## src/rtl/bist_topmodule.sv

```systemverilog
// bist_topmodule
// Two jobs behind one 16-bit LED register:
//   - mode 01: a free-running 16-bit LFSR shown on the LEDs, stepped once
//     every TICK_DIV clocks.
//   - modes 10/11: a built-in self test. One LFSR pattern generator feeds two
//     copies of a small combinational CUT. Each copy is compacted by its own
//     MISR. After BIST_LEN patterns the two signatures are compared.
//   - mode 00: LEDs dark, BIST idle, display LFSR frozen.
// Optional feature macro: BIST_FAULT_INJECT_EN. When it is defined, mode 11
// forces bit 0 of the DUT-path CUT output to 0 (stuck-at-0). The session then
// ends with fail set. When it is undefined, mode 11 behaves like mode 10.
//
// Ports
//   clk        rising-edge clock
//   rst        asynchronous active-low reset
//   mode[1:0]  00 idle, 01 LFSR display, 10 BIST, 11 BIST with fault
//   led[15:0]  registered display. It shows the state one clock after the
//              state is reached.
//   bist_state BIST FSM state (0 IDLE, 1 RUN, 2 DONE), exported for debug
module bist_topmodule #(
  parameter int TICK_DIV = 25000000,
  parameter int BIST_LEN = 256
) (
  input  logic       clk,
  input  logic       rst,
  input  logic [1:0] mode,
  output logic [15:0] led,
  output logic [1:0] bist_state
);

  localparam logic [15:0] SEED     = 16'hACE1;
  localparam logic [25:0] TICK_MAX = 26'(TICK_DIV - 1);
  localparam logic [12:0] LEN_MAX  = 13'(BIST_LEN - 1);

  typedef enum logic [1:0] {
    S_IDLE = 2'd0,
    S_RUN  = 2'd1,
    S_DONE = 2'd2
  } state_t;

  state_t      state, state_n;
  logic [1:0]  prev_mode;
  logic [15:0] disp;
  logic [25:0] presc;
  logic [15:0] pgen;
  logic [15:0] sig_dut, sig_ref;
  logic [12:0] count;
  logic [15:0] cut_dut, cut_ref;
  logic [15:0] led_n;
  logic        mode_chg;
  logic        pass;

  function automatic logic [15:0] lfsr_step(input logic [15:0] s);
    return {s[0] ^ s[2] ^ s[3] ^ s[5], s[15:1]};
  endfunction

  // a = p[15:8], b = p[7:0]. The upper 7 bits are a^b and the lower 9 bits
  // are the full a+b sum.
  function automatic logic [15:0] cut_fn(input logic [15:0] p);
    logic [8:0] sum;
    sum = {1'b0, p[15:8]} + {1'b0, p[7:0]};
    return {p[14:8] ^ p[6:0], sum};
  endfunction

  function automatic logic [15:0] misr_step(input logic [15:0] m,
                                            input logic [15:0] d);
    return {m[0] ^ m[2] ^ m[3] ^ m[5], m[15:1]} ^ d;
  endfunction

  assign bist_state = state;
  assign mode_chg   = (mode != prev_mode);
  assign pass       = (sig_dut == sig_ref);

  // The reference path is never faulted.
  always_comb begin
    cut_ref = cut_fn(pgen);
    cut_dut = cut_fn(pgen);
`ifdef BIST_FAULT_INJECT_EN
    if (mode == 2'b11) cut_dut[0] = 1'b0;
`endif
  end

  // An IDLE state with mode 1x always means a new session. A session that
  // is already running or finished is dropped on any mode change. A new
  // session then starts from IDLE on the next cycle.
  always_comb begin
    state_n = state;
    case (state)
      S_IDLE: if (mode[1]) state_n = S_RUN;
      S_RUN: begin
        if (!mode[1] || mode_chg)  state_n = S_IDLE;
        else if (count == LEN_MAX) state_n = S_DONE;
      end
      S_DONE: if (!mode[1] || mode_chg) state_n = S_IDLE;
      default: state_n = S_IDLE;
    endcase
  end

  always_comb begin
    led_n = 16'h0000;
    case (mode)
      2'b00: led_n = 16'h0000;
      2'b01: led_n = disp;
      default: begin
        case (state)
          S_RUN:   led_n = {4'b0000, count[11:0]};
          S_DONE:  led_n = {1'b1, pass, ~pass, 1'b0, sig_dut[11:0]};
          default: led_n = 16'h0000;
        endcase
      end
    endcase
  end

  always_ff @(posedge clk or negedge rst) begin
    if (!rst) begin
      state     <= S_IDLE;
      prev_mode <= 2'b00;
      led       <= 16'h0000;
    end else begin
      state     <= state_n;
      prev_mode <= mode;
      led       <= led_n;
    end
  end

  // The prescaler stays at zero outside mode 01. Every entry into mode 01
  // therefore starts a full tick period.
  always_ff @(posedge clk or negedge rst) begin
    if (!rst) begin
      disp  <= SEED;
      presc <= '0;
    end else if (mode == 2'b01) begin
      if (presc == TICK_MAX) begin
        presc <= '0;
        disp  <= lfsr_step(disp);
      end else begin
        presc <= presc + 26'd1;
      end
    end else begin
      presc <= '0;
    end
  end

  // BIST datapath. Every RUN cycle absorbs the current pattern into both
  // MISRs and then advances the generator. The last absorb happens on the
  // edge that moves to DONE. The signatures then hold.
  always_ff @(posedge clk or negedge rst) begin
    if (!rst) begin
      pgen    <= SEED;
      sig_dut <= 16'h0000;
      sig_ref <= 16'h0000;
      count   <= '0;
    end else begin
      case (state)
        S_IDLE: begin
          if (state_n == S_RUN) begin
            pgen    <= SEED;
            sig_dut <= 16'h0000;
            sig_ref <= 16'h0000;
            count   <= '0;
          end
        end
        S_RUN: begin
          sig_dut <= misr_step(sig_dut, cut_dut);
          sig_ref <= misr_step(sig_ref, cut_ref);
          pgen    <= lfsr_step(pgen);
          count   <= count + 13'd1;
        end
        default: ;
      endcase
    end
  end

endmodule

```

## config.mk

```make
export PLATFORM = sky130hd
export DESIGN_NAME = bist_topmodule
export DESIGN_NICKNAME = d
export VERILOG_FILES = /design/src/rtl/bist_topmodule.sv
export SDC_FILE = /design/constraint.sdc
export NUM_CORES = 1
export LEC_CHECK = 0
export BUFFER_PORTS_ARGS = -buffer_cell sky130_fd_sc_hd__buf_2
export CELL_PAD_IN_SITES_DETAIL_PLACEMENT = 0
export CELL_PAD_IN_SITES_GLOBAL_PLACEMENT = 1
export CORE_MARGIN = 2
export CORE_UTILIZATION = 25
export DETAILED_ROUTE_END_ITERATION = 10
export PLACE_DENSITY = 0.46
export SLEW_MARGIN = 20
export SYNTH_ARGS = -nofsm -noshare
export SYNTH_HDL_FRONTEND = slang
export SYNTH_SLANG_ARGS = --single-unit
```

## constraint.sdc

```tcl
create_clock -name clk -period 2.6 [get_ports clk]
set_clock_uncertainty 0.1 [all_clocks]
set_input_delay 0.52 -clock clk [delete_from_list [all_inputs] [get_ports clk]]
set_output_delay 0.52 -clock clk [all_outputs]
set_load 0.005 [all_outputs]
```

[After elaboration in Yosys (flattened, before gate mapping)]
Index checks and enable logic that the tools add are counted.
Cells by class
  bitwise operators: 16
  reductions and logical operators: 7
  multiplexer cells: 16
  equal/unequal tests: 9
  add/sub/neg operators: 3
Operator list (number)
  16-bit one-hot mux with 2 select lines: 5
  26-bit 2-to-1 mux: 2
  16-bit 2-to-1 mux: 2
  16-bit bitwise XOR: 2
  26-bit by 1-bit adder with 26-bit output (second input constant): 1
  26-bit by 25-bit equality test with 1-bit output (second input constant): 1
  13-bit one-hot mux with 2 select lines: 1
  16-bit equality test: 1
  13-bit by 1-bit adder with 13-bit output (second input constant): 1
  13-bit by 8-bit equality test with 1-bit output (second input constant): 1
  13-bit 2-to-1 mux: 1
  1-bit bitwise XOR: 12
  8-bit by 8-bit adder with 9-bit output: 1
  2-bit 2-to-1 mux: 4
  7-bit bitwise XOR: 1
  2-bit by 1-bit equality test with 1-bit output (second input constant): 3
  2-bit one-hot mux with 3 select lines: 1
  2-bit logical NOT: 2
  2-bit AND reduction: 2
  2-bit equality test (second input constant): 1
  2-bit != test: 1
  2-bit != test (second input constant): 1
  2-bit nonzero test: 1
  1-bit logical NOT: 1
  other kinds (2): 2
Storage, ports and cells
  register bits: 123
  logic and storage cells: 60
  output and inout bits: 18

[Longest topological paths before layout]
  depth in word-level cells: 7
  depth in mapped cells: 10
  mapped depth without buffers: 9

[Worst setup path after synthesis]
Ideal clock, no wire load.
  path kind: reg-to-reg
  start point: register pgen[10]
  end point: register sig_ref[6]
  data required time: 2.367 ns
  slack: 0.304 ns
  library setup time: 0.133 ns
  arrival: 2.063 ns
  stages on the path, launching flop included: 9
  clock period less this slack: 2.296 ns
  path through: dfstp_2 ha_1 clkbuf_1 nor2b_1 o31a_1 o311ai_0 a21boi_2 xnor2_1 o21ai_0
Between the ends
  cells in the longest elaborated chain, start to end: 3
RTL lines
  start, declared: RTL line 45  | logic [15:0] pgen;
  start signal, assigned: RTL line 166  | pgen <= lfsr_step(pgen);
  8-bit by 8-bit adder with 9-bit output: RTL line 61  | sum = {1'b0, p[15:8]} + {1'b0, p[7:0]};
  16-bit bitwise XOR: RTL line 67  | return {m[0] ^ m[2] ^ m[3] ^ m[5], m[15:1]} ^ d;
  16-bit one-hot mux with 2 select lines: RTL line 154  | case (state)
  end signal, assigned: RTL line 165  | sig_ref <= misr_step(sig_ref, cut_ref);
  end, declared: RTL line 46  | logic [15:0] sig_dut, sig_ref;
No other way between the ends.
A chain may end at the register's enable or synchronous reset.

[Worst setup path in the final report]
  start point: register pgen[0]
  end point: register sig_ref[8]
The elaborated chain is that of the path after synthesis.

==> flow_summary.rst <==
.. list-table::
   :header-rows: 1

   * - Metric
     - Value
   * - Average vias per placed instance
     - 4.53
   * - Sum of routed wire length over all layers
     - 15300 um
   * - Count of maximum capacitance violations
     - 0
   * - Critical path class
     - flip-flop to flip-flop
   * - Required arrival time at the worst endpoint
     - 2.79 ns
   * - Maximum buffer depth of the clock tree
     - 2
   * - Worst slew margin relative to its limit
     - 61.0%
   * - Largest fanout of any net on the critical path
     - 3
   * - Endpoints failing setup
     - 0
   * - Maximum VDD drop
     - 443 uV
   * - Setup WS pre-CTS
     - 0.138 ns
   * - Routed met2 length
     - 6770 um
   * - Number of detailed-route iterations in the first pass
     - 5
   * - Top sig layer
     - met4
   * - Arr. time, crit path
     - 2.52 ns
   * - Overall power
     - 8.50 mW
   * - Worst-margin pin slew
     - 0.585 ns
   * - Total count of max-transition violations in the final report
     - 0
   * - Total number of yosys warnings
     - 0
   * - Violated checks
     - hold timing
   * - Initial standard-cell utilization of the core
     - 25.6%
   * - Die height
     - 162 um
   * - Final period utilization
     - 89.7%
   * - Site row count
     - 57
   * - Detailed-routed wire length on met3
     - 539 um
   * - Hold slack
     - -0.0177 ns
   * - Number of nets at the end of the flow
     - 684
   * - Number of flops mapped to enable cells by yosys
     - 0
   * - Run status
     - finished with violations
   * - Area enclosed by the die boundary
     - 26300 sq um
   * - Antenna violations before repair
     - 0
   * - Total number of vias
     - 4539
   * - Deepest level of the CTS H-tree
     - 4
   * - Clock Latency Late Sink
     - 0.42 ns
   * - Post-DP HPWL
     - 10800 um
   * - Setup repair after global routing missed its margin
     - false
   * - Fraction of layout instances using a drive strength above 1
     - 17.8%
   * - Number of CTS-inserted buffers
     - 17
   * - Synth Net Count
     - 656
   * - Routed length on met1
     - 7790 um
   * - Power per cell area
     - 1130 nW/um^2
   * - Class of the most critical hold timing path
     - input pin to async pin
   * - All-layer global routing usage
     - 12.5%
   * - Library cell with the highest instance count after synthesis
     - dfrtp_1
   * - Type of origin of the critical path
     - flip-flop
   * - # DRC
     - 0
   * - First-pass GRT wire length
     - 25700 um
   * - Finished Layout Cells
     - 1002
   * - Buffer and inverter count on the worst path
     - 1
   * - Placed Cells
     - 970
   * - Final instance area
     - 7500 sq um
   * - Slowest cell delay on critical path
     - 0.55 ns
   * - Via count of the first global-routing pass
     - 4602
   * - Critical Path Start
     - pgen[0]$_DFFE_PN1P_
   * - Congestion Overflow GR
     - 0
   * - Clock Sink Count
     - 123
   * - Cells taking the most area after synthesis
     - dfrtp_1 (43%), xnor2_1 (7.5%), dfstp_2 (6.7%)
   * - Synth Register Bits
     - 123
   * - Family with the most delay on the worst path
     - compound AO/OA/AOI/OAI gates
   * - Fmax achieved
     - 429 MHz
   * - Top flip-flop cell by instance count after synthesis
     - dfrtp_1
   * - Leakage component of the power
     - 3.23 nW
   * - Clock edge transition at the registers on the reported setup and hold paths
     - 0.06 ns
   * - Largest area contributor in the netlist
     - dfrtp_1
   * - Clock tree root driver cell
     - clkbuf_16
   * - Setup_tns
     - 0 ns
   * - Mean routed wirelength per cell
     - 15.3 um
   * - Core region area
     - 24500 sq um
   * - Post-detailed-placement cell area
     - 6860 sq um
   * - Count of endpoints failing hold in the final timing report
     - 6
   * - Netlist cell types
     - 45
   * - First-iteration detailed-routing DRC count
     - 306
   * - Time the worst path needs with I/O delays and setup
     - 2.33 ns
   * - Post-route setup slack
     - 0.268 ns
   * - Crit. End Element
     - flip-flop
   * - Area added between synthesis and finish
     - 19.8%
   * - Post-synthesis cell count
     - 637
   * - TritonCTS clock tree
     - built
   * - Ranking of synthesized cells by instance count
     - dfrtp_1 (107), nand2_1 (100), o21ai_0 (71)
   * - Io pins
     - 22
   * - Synthesized area per cell
     - 9.83 sq um
   * - Reg2reg start
     - pgen[0]$_DFFE_PN1P_
   * - Proportion of register bits with asynchronous set or reset after synthesis
     - 100%
   * - Maximum number of pins on one net before global-route repair
     - 53
   * - Worst-path cell chain
     - ha_1 -> inv_1 -> fa_1 -> nor2b_2 -> o31a_1 -> o311ai_2 -> a21oi_2 -> xnor2_1 -> o21ai_0
   * - Synthesized area
     - 6260 sq um
   * - Standard cell with the maximum stage delay on the critical path
     - dfstp_2
   * - Post CTS Setup Buffer Count
     - 0
   * - RePlAce Congestion
     - 0.751
   * - Post-synthesis sequential area ratio
     - 49.5%
   * - Ant. Diodes
     - 0
   * - Die width
     - 162 um
   * - Number of nets with antenna violations after routing
     - 0
   * - Area share of the largest cell type after synthesis
     - 42.7%
   * - Port buffer count
     - 21
## final timing paths
check	to	slack [ns]	cells after the start
max in group asynchronous	pgen[0]$_DFFE_PN1P_	1.73	2
min in group clk	prev_mode[0]$_DFF_PN0_	0.15	1
max reg2reg	sig_ref[8]$_DFFE_PN0P_	0.27	9
min	count[0]$_DFFE_PN0P_	-0.02	1
min reg2reg	presc[0]$_DFF_PN0_	0.39	1
max	sig_ref[8]$_DFFE_PN0P_	0.27	9
## cells in the final DEF, fill, tap and decap left out, types with 12 or more instances in the layout
cell type / synthesis / routed
dfrtp_1: 107 / 107
nand4_1: 12 / 12
nor2_1: 46 / 46
ha_1: 14 / 13
clkbuf_16: 0 / 17
nand2_1: 100 / 100
o21ai_0: 71 / 70
dfstp_2: 16 / 16
nand3_1: 19 / 19
mux2_2: 15 / 15
a22o_1: 13 / 13
buf_4: 2 / 17
xnor2_1: 54 / 54
buf_2: 9 / 20
xor2_1: 34 / 34
inv_1: 25 / 25
a222oi_1: 12 / 12
## state kept, by name (all words and copies together), names as in the netlist
signal	count
presc	26
disp	16
bist_state	2
sig_dut	16
pgen	16
led	16
prev_mode	2
sig_ref	16
count	13
## repair_timing
| action | in CTS | in global routing |
|---|---|---|
| endpoints found under the setup margin | 0 | 14 |
| hold buffers | 0 | 0 |
| gates resized for setup | 0 | 6 |
## routing by layer
metal / GRT usage, % / vias up
met4: 4.10 / 0
met1: 18.0 / 2249
met2: 18.6 / 57
met3: 2.83 / 14
li1: - / 2219
met5: 0 / -
## kinds of logic (layout without fill, tap and decap cells)
logic type                 count (synthesis)  after routing  share of synthesized area [%]
xor gates and xnor gates                  88             88                           12.3
AOI/OAI and AO/OA                        120            120                           12.3
muxes                                     15             15                           2.70
adders and majority gates                 15             15                           3.12
buffers and inverters                     58             99                           3.89
DFF                                      123            123                           49.5
and+or+nand+nor                          218            218                           16.2
## area by class of cell
cell class	instances	area [sq um]
Inverter	25	93.8
Timing Repair Buffer	42	328
Fill cell	2553	17000
Multi-Input combinational cell	456	2950
Sequential cell	123	3100
Clock inverter	6	108
Clock buffer	26	519
Tap cell	324	405
## stage by stage
| stage | hold WS (ns) | utilization [%] |
|---|---|---|
| final | -0.0177 | 30.7 |
| after global routing | 0.00933 | 30.7 |
| after CTS | 0.00320 | 30.6 |
| after detailed placement | 0.383 | 28.0 |
| after global placement | 0.377 | 28.0 |
| after floorplan | 0.124 | - |
## power breakdown
group	switching, mW	total (mW)	internal [mW]	leakage [nW]
Sequential	0.427	2.75	2.32	1.62
Combinational	1.82	3.24	1.41	1.31
Clock	0.854	2.51	1.66	0.307
Total	3.11	8.50	5.39	3.23
Power figures use the tool's default switching activity.
